<file path="src/rtl/mem_arbiter_if.sv">
// Core-side and memory-side signal bundle for mem_arbiter.
// slave: arbiter view (req/we/addr/wdata/mem_rdata in; gnt/rvalid/rdata/mem_* out).
interface mem_arbiter_if #(
  parameter int NCORES = 4
);
  logic [NCORES-1:0]    req;
  logic [NCORES-1:0]    we;
  logic [16*NCORES-1:0] addr;
  logic [16*NCORES-1:0] wdata;
  logic [NCORES-1:0]    gnt;
  logic [NCORES-1:0]    rvalid;
  logic [15:0]          rdata;
  logic                 mem_en;
  logic                 mem_we;
  logic [15:0]          mem_addr;
  logic [15:0]          mem_wdata;
  logic [15:0]          mem_rdata;

  modport slave (
    input  req, we, addr, wdata, mem_rdata,
    output gnt, rvalid, rdata,
    output mem_en, mem_we, mem_addr, mem_wdata
  );

  modport master (
    output req, we, addr, wdata, mem_rdata,
    input  gnt, rvalid, rdata,
    input  mem_en, mem_we, mem_addr, mem_wdata
  );
endinterface

</file>
<file path="src/rtl/mem_arbiter.sv">
// Round-robin arbiter sharing one memory port among NCORES requesters.
// Ports: clk, rst (sync, active-high), bus (mem_arbiter_if.slave).
module mem_arbiter #(
  parameter int NCORES  = 4,
  parameter int MEM_LAT = 2
) (
  input  logic         clk,
  input  logic         rst,
  mem_arbiter_if.slave bus
);
  localparam int PW = (NCORES > 1) ? $clog2(NCORES) : 1;

  logic [PW-1:0]     ptr;
  logic [PW-1:0]     cur_id;
  logic [NCORES-1:0] gnt_q;
  logic [NCORES-1:0] elig;
  logic              en_q;
  logic              we_q;
  logic [15:0]       addr_q;
  logic [15:0]       wdata_q;
  logic [MEM_LAT-1:0] pv;
  logic [PW-1:0]     pid [MEM_LAT];
  logic              found;
  logic [PW-1:0]     win;
  int                idx;

  // A core granted this cycle still shows req; mask it.
  assign elig = bus.req & ~gnt_q;

  always_comb begin
    found = 1'b0;
    win   = '0;
    idx   = 0;
    for (int k = 0; k < NCORES; k++) begin
      idx = int'(ptr) + k;
      if (idx >= NCORES) idx = idx - NCORES;
      if (!found && elig[idx]) begin
        found = 1'b1;
        win   = PW'(idx);
      end
    end
  end

  always_ff @(posedge clk) begin
    if (rst) begin
      ptr     <= '0;
      cur_id  <= '0;
      gnt_q   <= '0;
      en_q    <= 1'b0;
      we_q    <= 1'b0;
      addr_q  <= '0;
      wdata_q <= '0;
      pv      <= '0;
      for (int s = 0; s < MEM_LAT; s++) pid[s] <= '0;
    end else begin
      en_q <= found;
      if (found) begin
        gnt_q   <= NCORES'(1) << win;
        we_q    <= bus.we[win];
        addr_q  <= bus.addr[16*int'(win) +: 16];
        wdata_q <= bus.wdata[16*int'(win) +: 16];
        cur_id  <= win;
        ptr     <= (int'(win) == NCORES-1) ? '0 : win + PW'(1);
      end else begin
        gnt_q <= '0;
        we_q  <= 1'b0;
      end
      // Read-return pipe: stage 0 loads during the mem_en cycle.
      for (int s = MEM_LAT-1; s > 0; s--) begin
        pv[s]  <= pv[s-1];
        pid[s] <= pid[s-1];
      end
      pv[0]  <= en_q & ~we_q;
      pid[0] <= cur_id;
    end
  end

  assign bus.gnt       = gnt_q;
  assign bus.mem_en    = en_q;
  assign bus.mem_we    = we_q;
  assign bus.mem_addr  = addr_q;
  assign bus.mem_wdata = wdata_q;
  assign bus.rdata     = bus.mem_rdata;
  assign bus.rvalid    = pv[MEM_LAT-1] ?
                         (NCORES'(1) << pid[MEM_LAT-1]) : '0;
endmodule

</file>
<file path="src/flat_wrapper.sv">
// flat-port wrapper written by rule: the top's interface ports become plain ports
module mem_arbiter_flat 
#(
  parameter int NCORES  = 4,
  parameter int MEM_LAT = 2
)
  (clk, rst, bus_req, bus_we, bus_addr, bus_wdata, bus_mem_rdata, bus_gnt, bus_rvalid, bus_rdata, bus_mem_en, bus_mem_we, bus_mem_addr, bus_mem_wdata);
  mem_arbiter_if #(.NCORES(NCORES)) bus_i ();
  input  logic clk;
  input  logic rst;
  input wire logic [$bits(bus_i.req)-1:0] bus_req;
  input wire logic [$bits(bus_i.we)-1:0] bus_we;
  input wire logic [$bits(bus_i.addr)-1:0] bus_addr;
  input wire logic [$bits(bus_i.wdata)-1:0] bus_wdata;
  input wire logic [$bits(bus_i.mem_rdata)-1:0] bus_mem_rdata;
  output wire logic [$bits(bus_i.gnt)-1:0] bus_gnt;
  output wire logic [$bits(bus_i.rvalid)-1:0] bus_rvalid;
  output wire logic [$bits(bus_i.rdata)-1:0] bus_rdata;
  output wire logic [$bits(bus_i.mem_en)-1:0] bus_mem_en;
  output wire logic [$bits(bus_i.mem_we)-1:0] bus_mem_we;
  output wire logic [$bits(bus_i.mem_addr)-1:0] bus_mem_addr;
  output wire logic [$bits(bus_i.mem_wdata)-1:0] bus_mem_wdata;
  assign bus_i.req = bus_req;
  assign bus_i.we = bus_we;
  assign bus_i.addr = bus_addr;
  assign bus_i.wdata = bus_wdata;
  assign bus_i.mem_rdata = bus_mem_rdata;
  assign bus_gnt = bus_i.gnt;
  assign bus_rvalid = bus_i.rvalid;
  assign bus_rdata = bus_i.rdata;
  assign bus_mem_en = bus_i.mem_en;
  assign bus_mem_we = bus_i.mem_we;
  assign bus_mem_addr = bus_i.mem_addr;
  assign bus_mem_wdata = bus_i.mem_wdata;
  mem_arbiter #(.NCORES(NCORES), .MEM_LAT(MEM_LAT)) u_core (.clk(clk), .rst(rst), .bus(bus_i));
endmodule
</file>
<file path="config.mk">
export PLATFORM = sky130hd
export DESIGN_NAME = mem_arbiter_flat
export DESIGN_NICKNAME = d
export VERILOG_FILES = /design/src/rtl/mem_arbiter_if.sv /design/src/rtl/mem_arbiter.sv /design/src/flat_wrapper.sv
export SDC_FILE = /design/constraint.sdc
export NUM_CORES = 1
export LEC_CHECK = 0
export BUFFER_PORTS_ARGS = -buffer_cell sky130_fd_sc_hd__buf_2
export CAP_MARGIN = 20
export CELL_PAD_IN_SITES_DETAIL_PLACEMENT = 0
export CELL_PAD_IN_SITES_GLOBAL_PLACEMENT = 1
export CORE_ASPECT_RATIO = 0.7
export CORE_MARGIN = 10
export CORE_UTILIZATION = 30
export DETAILED_ROUTE_END_ITERATION = 8
export PLACE_DENSITY_LB_ADDON = 0.1
export REMOVE_ABC_BUFFERS = 1
export SLEW_MARGIN = 5
export SYNTH_ARGS = -nofsm -noshare
export SYNTH_HDL_FRONTEND = slang
export SYNTH_SLANG_ARGS = --single-unit
</file>
<file path="constraint.sdc">
create_clock -name clk -period 4.4 [get_ports clk]
set_input_delay 0.22 -clock clk [delete_from_list [all_inputs] [get_ports clk]]
set_output_delay 0.22 -clock clk [all_outputs]
set_load 0.01 [all_outputs]
</file>
==> results of run 1 <==
-- placed cells by master, fill, tap and decap left out, types with 3 or more instances in the layout --
cell type  Yosys  routed
nor2b_1        8       8
a21oi_1        3       3
nor3_1        16      16
o221ai_2      10      10
nand2b_1       5       5
o21ai_0       16      16
nand2_1       34      34
mux2i_1       35      35
o31ai_1       15      15
clkbuf_16      0       5
buf_4         17       6
nor2_1         9       8
buf_2         11     179
o221ai_1       9       9
a211oi_1      33      33
inv_1         17      17
dfxtp_1       48      48
nor3b_1        3       3
-- flip-flops by register name, indices dropped and copies added (netlist names) --
signal                flops
u_core.bus.gnt            4
u_core.bus.mem_addr      16
u_core.bus.mem_en         1
u_core.bus.mem_wdata     16
u_core.bus.mem_we         1
u_core.cur_id             2
u_core.pid                4
u_core.ptr                2
u_core.pv                 2
-- layout make-up --
type	count	area, µm²
Fill cell	981	5330
Clock buffer	5	125
Tap cell	124	155
Sequential cell	48	961
Inverter	17	63.8
Clock inverter	3	46.3
Timing Repair Buffer	185	941
Multi-Input combinational cell	216	1560
-- per-layer routing --
layer	up-vias	track usage
met2	134	0.235
met3	9	0.0816
li1	1471	-
met4	0	0.0343
met1	1307	0.185
met5	-	0
-- critical path, stage by stage, from the launching register on --
cell and delay (ns):
dfxtp_1 0.34, nand2b_1 0.52, o221ai_2 0.31, buf_4 0.26, a21o_1 0.65, or2_1 0.80
o221ai_1 0.24
-- synthesized netlist by cell type --
cell type  number
nor2_4          1
buf_4          17
a311oi_2        1
nor3_2          1
o221ai_2       10
nor3b_2         1
and3b_1         1
a211oi_1       33
o31ai_1        15
a21o_1          1
nor2b_2         1
nor2b_1         8
inv_1          17
and2b_1         1
o21ba_2         1
dfxtp_1        48
nand2b_1        5
nand3b_1        1
o21a_1          1
o221ai_1        9
a22oi_1         1
buf_2          11
or2_1           1
a211o_1         1
and3_1          1
nor3_1         16
nor3b_1         3
a311oi_1        1
nand2_4         1
nor2_1          9
buf_6           5
mux2i_1        35
a21oi_1         3
o21ai_0        16
nand2_1        34
or4_4           1
clkbuf_1        8
o22ai_1         1
nor4_1          1
-- kinds of logic after synthesis --
logic type,Yosys count
flip-flops,48
AND/OR/NAND/NOR,87
AO/OA/AOI/OAI,94
multiplexers,35
buffers and inverters,58
-- final timing paths --
kind,to,slack (ns)
min,u_core.bus.mem_addr[7],0.22
min reg2reg,u_core.pv[0],0.43
max,u_core.bus.mem_addr[10],1.10
max reg2reg,u_core.bus.mem_addr[10],1.10
-- report_power, final --
group | internal, µW | switching (µW)
clock network | 270 | 180
registers | 561 | 73.7
logic | 363 | 508
-- stage by stage --
step / std cells / util
after global routing: 598 / 0.420
final: 598 / 0.420
after global placement: 590 / 0.401
after floorplan: 281 / -
after CTS: 598 / 0.420
after detailed placement: 590 / 0.401
==> key figures, run 1 <==
Outcome
  • Status: finished clean

Setup path
  • Maximum fanout along the worst path: 20
  • Worst-case reg-to-reg path depth: 6
  • CP Capture Type: flip-flop
  • Crit Path Category: flip-flop to flip-flop
  • CP startpoint: u_core.bus.gnt[2]
  • WP data required: 4.54 ns
  • Critical Path Start Type: flip-flop
  • Reg-to-Reg Start: u_core.bus.gnt[2]
  • Worst path arrival time: 3.44 ns

Floorplan
  • Die span in y: 102 µm
  • Die width: 137 µm
  • Starting density of the core: 0.311
  • Die Area: 13,900 µm²
  • Core Region: 9180 µm²
  • Top-level port count: 212
  • Row cnt: 29

Clock network
  • Cts bufs inserted: 5
  • # hold bufs at CTS: 0
  • Post-cts resize count: 0
  • Postcts setup bufs: 0
  • Clock Sink Count: 48
  • Root buf cell: clkbuf_16
  • Insertion delay to the later sink of the worst-skew pair: 0.30 ns
  • Clock Path Buffers: 2
  • TritonCTS clock tree: yes
  • H-tree levels: 2
  • Reg clk slew, reported paths: 0.07 ns

Drt
  • Total length of routed wires: 11.1 mm
  • Number of DRC markers in iteration 0: 180
  • TritonRoute pass-1 iters: 4
  • Antenna viol nets, final: 0
  • Detailed-route wire length per cell: 18.6 µm
  • Met3 wire len: 1.28 mm
  • Top layer in use: met4
  • Vias: 2,921
  • Met1 wire length: 4.65 mm
  • Metal2 WL: 5.09 mm
  • DR vias/cell: 4.88
  • DR DRC count: 0

Min path
  • Worst Hold Class: primary input to flip-flop
  • Hold Startpoint: bus_addr[55]
  • Min-Delay Path Depth: 3

STA
  • Pins over their slew limit: 0
  • Relative slew slack: 0.392
  • Hold_ws: 0.223 ns
  • Worst Tran Pin Value: 0.912 ns
  • Min setup slack post-route: 1.10 ns
  • Minimum clock period: 3.30 ns
  • Final period util: 0.750
  • Finish-stage setup viols: 0
  • Max Clk Rate: 0.303 GHz
  • RSZ-0062 raised after global routing: no
  • Skew final: 0.00790 ns
  • Final Hold Vio Count: 0
  • Setup TNS: 0 ns

Synthesis
  • Area share of fa/ha/maj cells after synthesis: 0
  • Netlist cell types: 39
  • Seq/Total Area, Yosys: 0.337
  • Yosys Warn Count: 0
  • Post-synthesis cell count: 322
  • Post-synthesis mux area share: 0.123
  • Mapped Area: 2850 µm²
  • Simple-gate share of the synthesized area: 0.159
  • Seq cells post-synth: 48
  • Largest cells by area after synthesis: dfxtp_1 34%, mux2i_1 12%, a211oi_1 8.7%
  • Share of the synthesized area in the top cell type: 0.337
  • Post-Syn Area per Cell: 8.86 µm²
  • Largest family of logic cells by synthesized area: compound AO/OA/AOI/OAI gates
  • Yosys top cell by area: dfxtp_1
  • Post-Synth XOR/XNOR Area: 0
  • Complex-gate fraction of the synthesized area: 0.265

Finish
  • Final instance area: 3850 µm²
  • Nets@finish: 627
  • Share of layout cells above drive strength 1: 0.447
  • Area delta synth->final: 35.1%
  • Ant diodes: 0

GRT
  • Remaining Overflow, GRT: 0
  • Largest net degree at the start of global routing: 34
  • Vias in the first global route: 3,074
  • First-pass GRT wire length: 16.7 mm
  • Gr usage total: 0.153
  • Initial antenna violation count: 0

Pwr
  • Worst vdd ir: 0.000211 V
  • Leak: 0.00181 µW
  • Pwr dens: 508 nW/µm²
  • Power Total: 1960 µW

Job
  • Number of max-cap violations: 0

Placement
  • Hpwl dp: 8.84 mm
  • Placed cell areas: 3680 µm²
  • RePlAce Congestion: 0.792
  • Port-buffer cells: 179
  • Setup WS pre-CTS: 1.05 ns
No activity file was read; power rests on OpenSTA's default activity.
==> run 2, diff against run 1 <==
Settings changed: CORE_UTILIZATION 30 to 25.
Clock period 4.4 ns to 2.8 ns, I/O delays scaled along.
==> run 2 against run 1 <==
Sequential cell count stayed put. Worst setup slack lost 0.68 ns. Cell area grew 1.9%. Routed wire length grew 1.1%. Critical endpoint is now u_core.bus.mem_addr[11]. Highest routed layer unchanged.
==> key figures, run 2 (synthesized netlist as in run 1, its figures left out) <==
Drt
  • Number of DRC markers in iteration 0: 89
  • DR DRC count: 0
  • Total length of routed wires: 11.2 mm
  • Vias: 2,994
  • Antenna viol nets, final: 0
  • Detailed-route wire length per cell: 17.7 µm
  • DR vias/cell: 4.72
  • TritonRoute pass-1 iters: 4

Setup path
  • Crit-path slowest cell: inv_1
  • Crit Path Category: flip-flop to flip-flop
  • Critical Path Start Type: flip-flop
  • Worst path arrival time: 2.57 ns
  • Crit path cell chain: nor2b_1, or4_4, nand2b_1, inv_1, nand2_4, o221ai_1
  • CP Capture Type: flip-flop
  • WP data required: 3.00 ns
  • Crit-path max cell delay: 0.54 ns
  • Critical path's top delay family: simple AND/OR/NAND/NOR gates
  • Maximum fanout along the worst path: 19
  • WP buf/inv: 1

Floorplan
  • Row cnt: 32
  • Die span in y: 109 µm
  • Die width: 148 µm
  • Top-level port count: 212
  • Die Area: 16,200 µm²
  • Starting density of the core: 0.257
  • Core Region: 11,100 µm²

Placement
  • RePlAce Congestion: 0.766
  • Hpwl dp: 8.72 mm
  • Dpl cells: 625
  • Port-buffer cells: 179

Outcome
  • Status: finished clean

Finish
  • Non-filler instance count after layout: 634
  • Nets@finish: 633
  • Commonest non-fill, non-tap cell in the layout: buf_2
  • Area delta synth->final: 37.7%
  • Commonest non-fill, non-tap cells in the layout: 179 x buf_2, 48 x dfxtp_1, 35 x mux2i_1
  • Share of layout cells above drive strength 1: 0.454
  • Layout filler cell count: 1,221

GRT
  • Initial antenna violation count: 1
  • Remaining Overflow, GRT: 0
  • GR Util met2: 0.215
  • Gr busiest metal: met2
  • First-pass GRT wire length: 16.8 mm
  • Largest net degree at the start of global routing: 33
  • Gr usage total: 0.129
  • M1 GR Usage: 0.156
  • Global Route met3 Usage: 0.0484
  • Vias in the first global route: 3,226

Pwr
  • Pwr dens: 778 nW/µm²
  • Leak: 0.00183 µW
  • Worst vdd ir: 0.000284 V

Job
  • Number of max-cap violations: 0

Clock network
  • Root buf cell: clkbuf_16
  • # hold bufs at CTS: 0
  • Clock Sink Count: 48
  • H-tree levels: 2
  • Reg clk slew, reported paths: 0.07 ns
  • Cts bufs inserted: 5
  • Insertion delay to the later sink of the worst-skew pair: 0.29 ns
  • Clock Path Buffers: 2
  • Post-cts resize count: 0
  • TritonCTS clock tree: yes
  • Postcts setup bufs: 0

STA
  • Max Clk Rate: 0.421 GHz
  • Finish-stage setup viols: 0
  • Minimum clock period: 2.37 ns
  • Final period util: 0.848
  • Relative slew slack: 0.377
  • Worst Tran Pin Value: 0.934 ns
  • Setup TNS: 0 ns
  • RSZ-0062 raised after global routing: no
  • Pins over their slew limit: 0
  • Skew final: 0.00408 ns
  • Final Hold Vio Count: 0

Min path
  • Worst Hold Class: primary input to flip-flop
==> run 2: changes by cell type in the layout (fill, tap and decap cells not counted), sizes merged <==
cell / before / now
bufinv: 1 / 0
buf: 185 / 191
inv: 18 / 17
clkinv: 0 / 1
clkinvlp: 1 / 2
diode: 0 / 1
==> run 2: final timing paths <==
check               startpoint  depth (start not counted)  slack (ns)                       to
min reg2reg  u_core.bus.mem_we                          1        0.42             u_core.pv[0]
min               bus_addr[55]                          3        0.15   u_core.bus.mem_addr[7]
max          u_core.bus.gnt[3]                          6        0.43  u_core.bus.mem_addr[11]
max reg2reg  u_core.bus.gnt[3]                          6        0.43  u_core.bus.mem_addr[11]
==> run 2: layout make-up <==
type	count	area [µm²]	share of cell area
multi-input combinational	216	1560	0.398
timing repair buffer	191	998	0.254
sequential	48	961	0.245
tap	153	191	0.0487
clock buffer	5	125	0.0319
inverter	17	63.8	0.0162
clock inverter	3	23.8	0.00605
antenna	1	2.50	0.000637
==> run 2: tightest hold or removal path, delay by kind of cell <==
family	cells	cell delay [ns]
multiplexers	1	0.07
buffers and inverters	1	0.07
AO/OA/AOI/OAI	1	0.12
==> run 2: layer usage <==
metal	vias to the layer above	share of wire
li1	1485	-
met1	1391	0.42
met2	111	0.49
met3	7	0.082
met4	0	0.0088
met5	-	0
==> run 2: through the flow <==
step           utilization  instance area (µm²)  total power, µW  setup slack, ns  hold WS, ns
2_1_floorplan            -                 2580             1850           0.0686        0.209
3_3_place_gp         0.340                 3780             2470            0.482        0.280
3_5_place_dp         0.340                 3780             2480            0.387        0.280
4_1_cts              0.354                 3930             3110            0.382        0.149
5_1_grt              0.354                 3930             3290            0.214        0.178
6_report             0.354                 3930             3050            0.426        0.148
==> run 2: power by group <==
part / internal [µW] / total (µW) / switching (µW) / leakage, µW
sequential: 881 / 993 / 112 / 0.000398
clock: 333 / 616 / 283 / 0.0000660
combinational: 623 / 1450 / 823 / 0.00136
==> run 3, diff against run 2 <==
Clock period 2.8 ns to 2.14 ns, I/O delays scaled along.
==> run 3 against run 2 <==
Worst hold slack worse by 0.036 ns. Routed wire length decreased by 0.78%. Highest routed layer unchanged. Combinational power rose by 32%. Maximum frequency rose by 27%. Final cell count grew 0.47%. Critical endpoint unchanged. Critical path depth stayed put. Sequential share of layout area shrank 0.65 points. Largest power group unchanged.
==> key figures, run 3 (synthesized netlist as in run 1, its figures left out) <==
Placement
  • Dpl cells: 629
  • Hpwl dp: 8.94 mm
  • RePlAce Congestion: 0.744
  • Port-buffer cells: 179

Clock network
  • Clock Path Buffers: 2
  • H-tree levels: 2
  • Post-cts resize count: 0
  • Postcts setup bufs: 0
  • Cts bufs inserted: 5
  • # hold bufs at CTS: 0
  • TritonCTS clock tree: yes
  • Clock Sink Count: 48
  • Insertion delay to the later sink of the worst-skew pair: 0.29 ns
  • Root buf cell: clkbuf_16
  • Reg clk slew, reported paths: 0.07 ns

STA
  • Skew final: 0.00886 ns
  • Final Hold Vio Count: 0
  • Pins over their slew limit: 0
  • Worst Tran Pin Value: 0.546 ns
  • Minimum clock period: 1.87 ns
  • Final period util: 0.876
  • Finish-stage setup viols: 0
  • Max Clk Rate: 0.534 GHz
  • RSZ-0062 raised after global routing: no
  • Relative slew slack: 0.632

Setup path
  • Maximum fanout along the worst path: 19
  • WP data required: 2.30 ns
  • Worst path arrival time: 2.03 ns
  • Critical Path Start Type: flip-flop
  • CP Capture Type: flip-flop
  • Crit Path Category: flip-flop to flip-flop
  • Flop2flop setup slack: 0.27 ns

GRT
  • Remaining Overflow, GRT: 0
  • Gr usage total: 0.130
  • Vias in the first global route: 3,153
  • Largest net degree at the start of global routing: 38
  • First-pass GRT wire length: 16.8 mm
  • Initial antenna violation count: 0

Drt
  • Total length of routed wires: 11.1 mm
  • Detailed-route wire length per cell: 17.5 µm
  • TritonRoute pass-1 iters: 4
  • DR vias/cell: 4.66
  • Antenna viol nets, final: 0
  • Number of DRC markers in iteration 0: 73
  • DR DRC count: 0
  • Vias: 2,971

Floorplan
  • Top-level port count: 212
  • Row cnt: 32
  • Die Area: 16,200 µm²
  • Starting density of the core: 0.257
  • Core Region: 11,100 µm²
  • Die span in y: 109 µm
  • Die width: 148 µm

Job
  • Number of max-cap violations: 0

Finish
  • Nets@finish: 637
  • Layout filler cell count: 1,202
  • Share of layout cells above drive strength 1: 0.459
  • Ant diodes: 0
  • Non-filler instance count after layout: 637
  • Final core utilization: 0.364
  • Commonest non-fill, non-tap cell in the layout: buf_2
  • Commonest non-fill, non-tap cells in the layout: 179 x buf_2, 48 x dfxtp_1, 35 x mux2i_1
  • Area delta synth->final: 41.4%

Pwr
  • Pwr dens: 1080 nW/µm²
  • Switching Share: 0.363
  • P_sw: 1580 µW
  • Leak: 0.00189 µW
  • Internal Power: 2780 µW
  • Clock network fraction of total power: 0.266
  • Reg power frac: 0.296
  • Worst vdd ir: 0.000482 V
  • Power share of the combinational group: 0.438

Min path
  • Worst Hold Class: primary input to flip-flop

Outcome
  • Status: finished clean
-- run 3: cell count changes in the layout (fill, tap and decap cells not counted) --
| cell | delta |
|---|---|
| clkinvlp_4 | -2 |
| buf_12 | +1 |
| bufinv_16 | +3 |
| buf_4 | +3 |
| diode_2 | -1 |
| clkinv_4 | -1 |
-- run 3: path summary, 6_finish.rpt --
check                    startpoint                       to  depth (start not counted)
setup / recovery      u_core.ptr[0]  u_core.bus.mem_addr[11]                          6
hold reg to reg   u_core.bus.mem_we             u_core.pv[0]                          1
setup reg to reg      u_core.ptr[0]  u_core.bus.mem_addr[11]                          6
hold / removal         bus_addr[23]   u_core.bus.mem_addr[7]                          3
-- run 3: worst max-delay path, cell delays in order, from the launching register on --
cell and delay, ns:
dfxtp_1 0.48, nor3b_2 0.11, a211o_1 0.36, a21o_1 0.21, buf_4 0.17, nand2_4 0.24, o221ai_1 0.15
-- run 3: cell type report --
cell class                 count  area, µm²  share of cell area
tap                          153        191              0.0475
sequential                    48        961               0.238
clock buffer                   5        125              0.0310
inverter                      17       63.8              0.0158
clock inverter                 3       90.1              0.0223
multi-input combinational    216       1560               0.387
timing repair buffer         195       1040               0.258
-- run 3: per-layer routing --
layer  vias to the layer above  track usage  wire (µm)
met3                         7       0.0505        799
met4                         0       0.0275         87
met5                         -            0          0
met1                      1385        0.158       4740
met2                        94        0.215       5500
li1                       1485            -          -
-- run 3: power by group through the flow --
stage | combinational, µW | sequential, µW | clock (µW)
after floorplan | 1010 | 1410 | 0
after global placement | 1950 | 1300 | 0
after detailed placement | 1960 | 1300 | 0
after CTS | 1950 | 1290 | 1190
after global routing | 2120 | 1330 | 1230
final | 1910 | 1290 | 1160
-- run 3: metrics by stage --
step	total power (µW)	TNS [ns]	worst slack, ns	hold WS [ns]	area, µm²
floorplan	2420	-13.03	-0.591	0.176	2580
global placement	3250	0	0.273	0.214	3820
detailed placement	3260	0	0.259	0.214	3820
CTS	4440	0	0.220	0.102	4030
global route	4670	0	0.0710	0.115	4030
finish	4360	0	0.266	0.112	4030
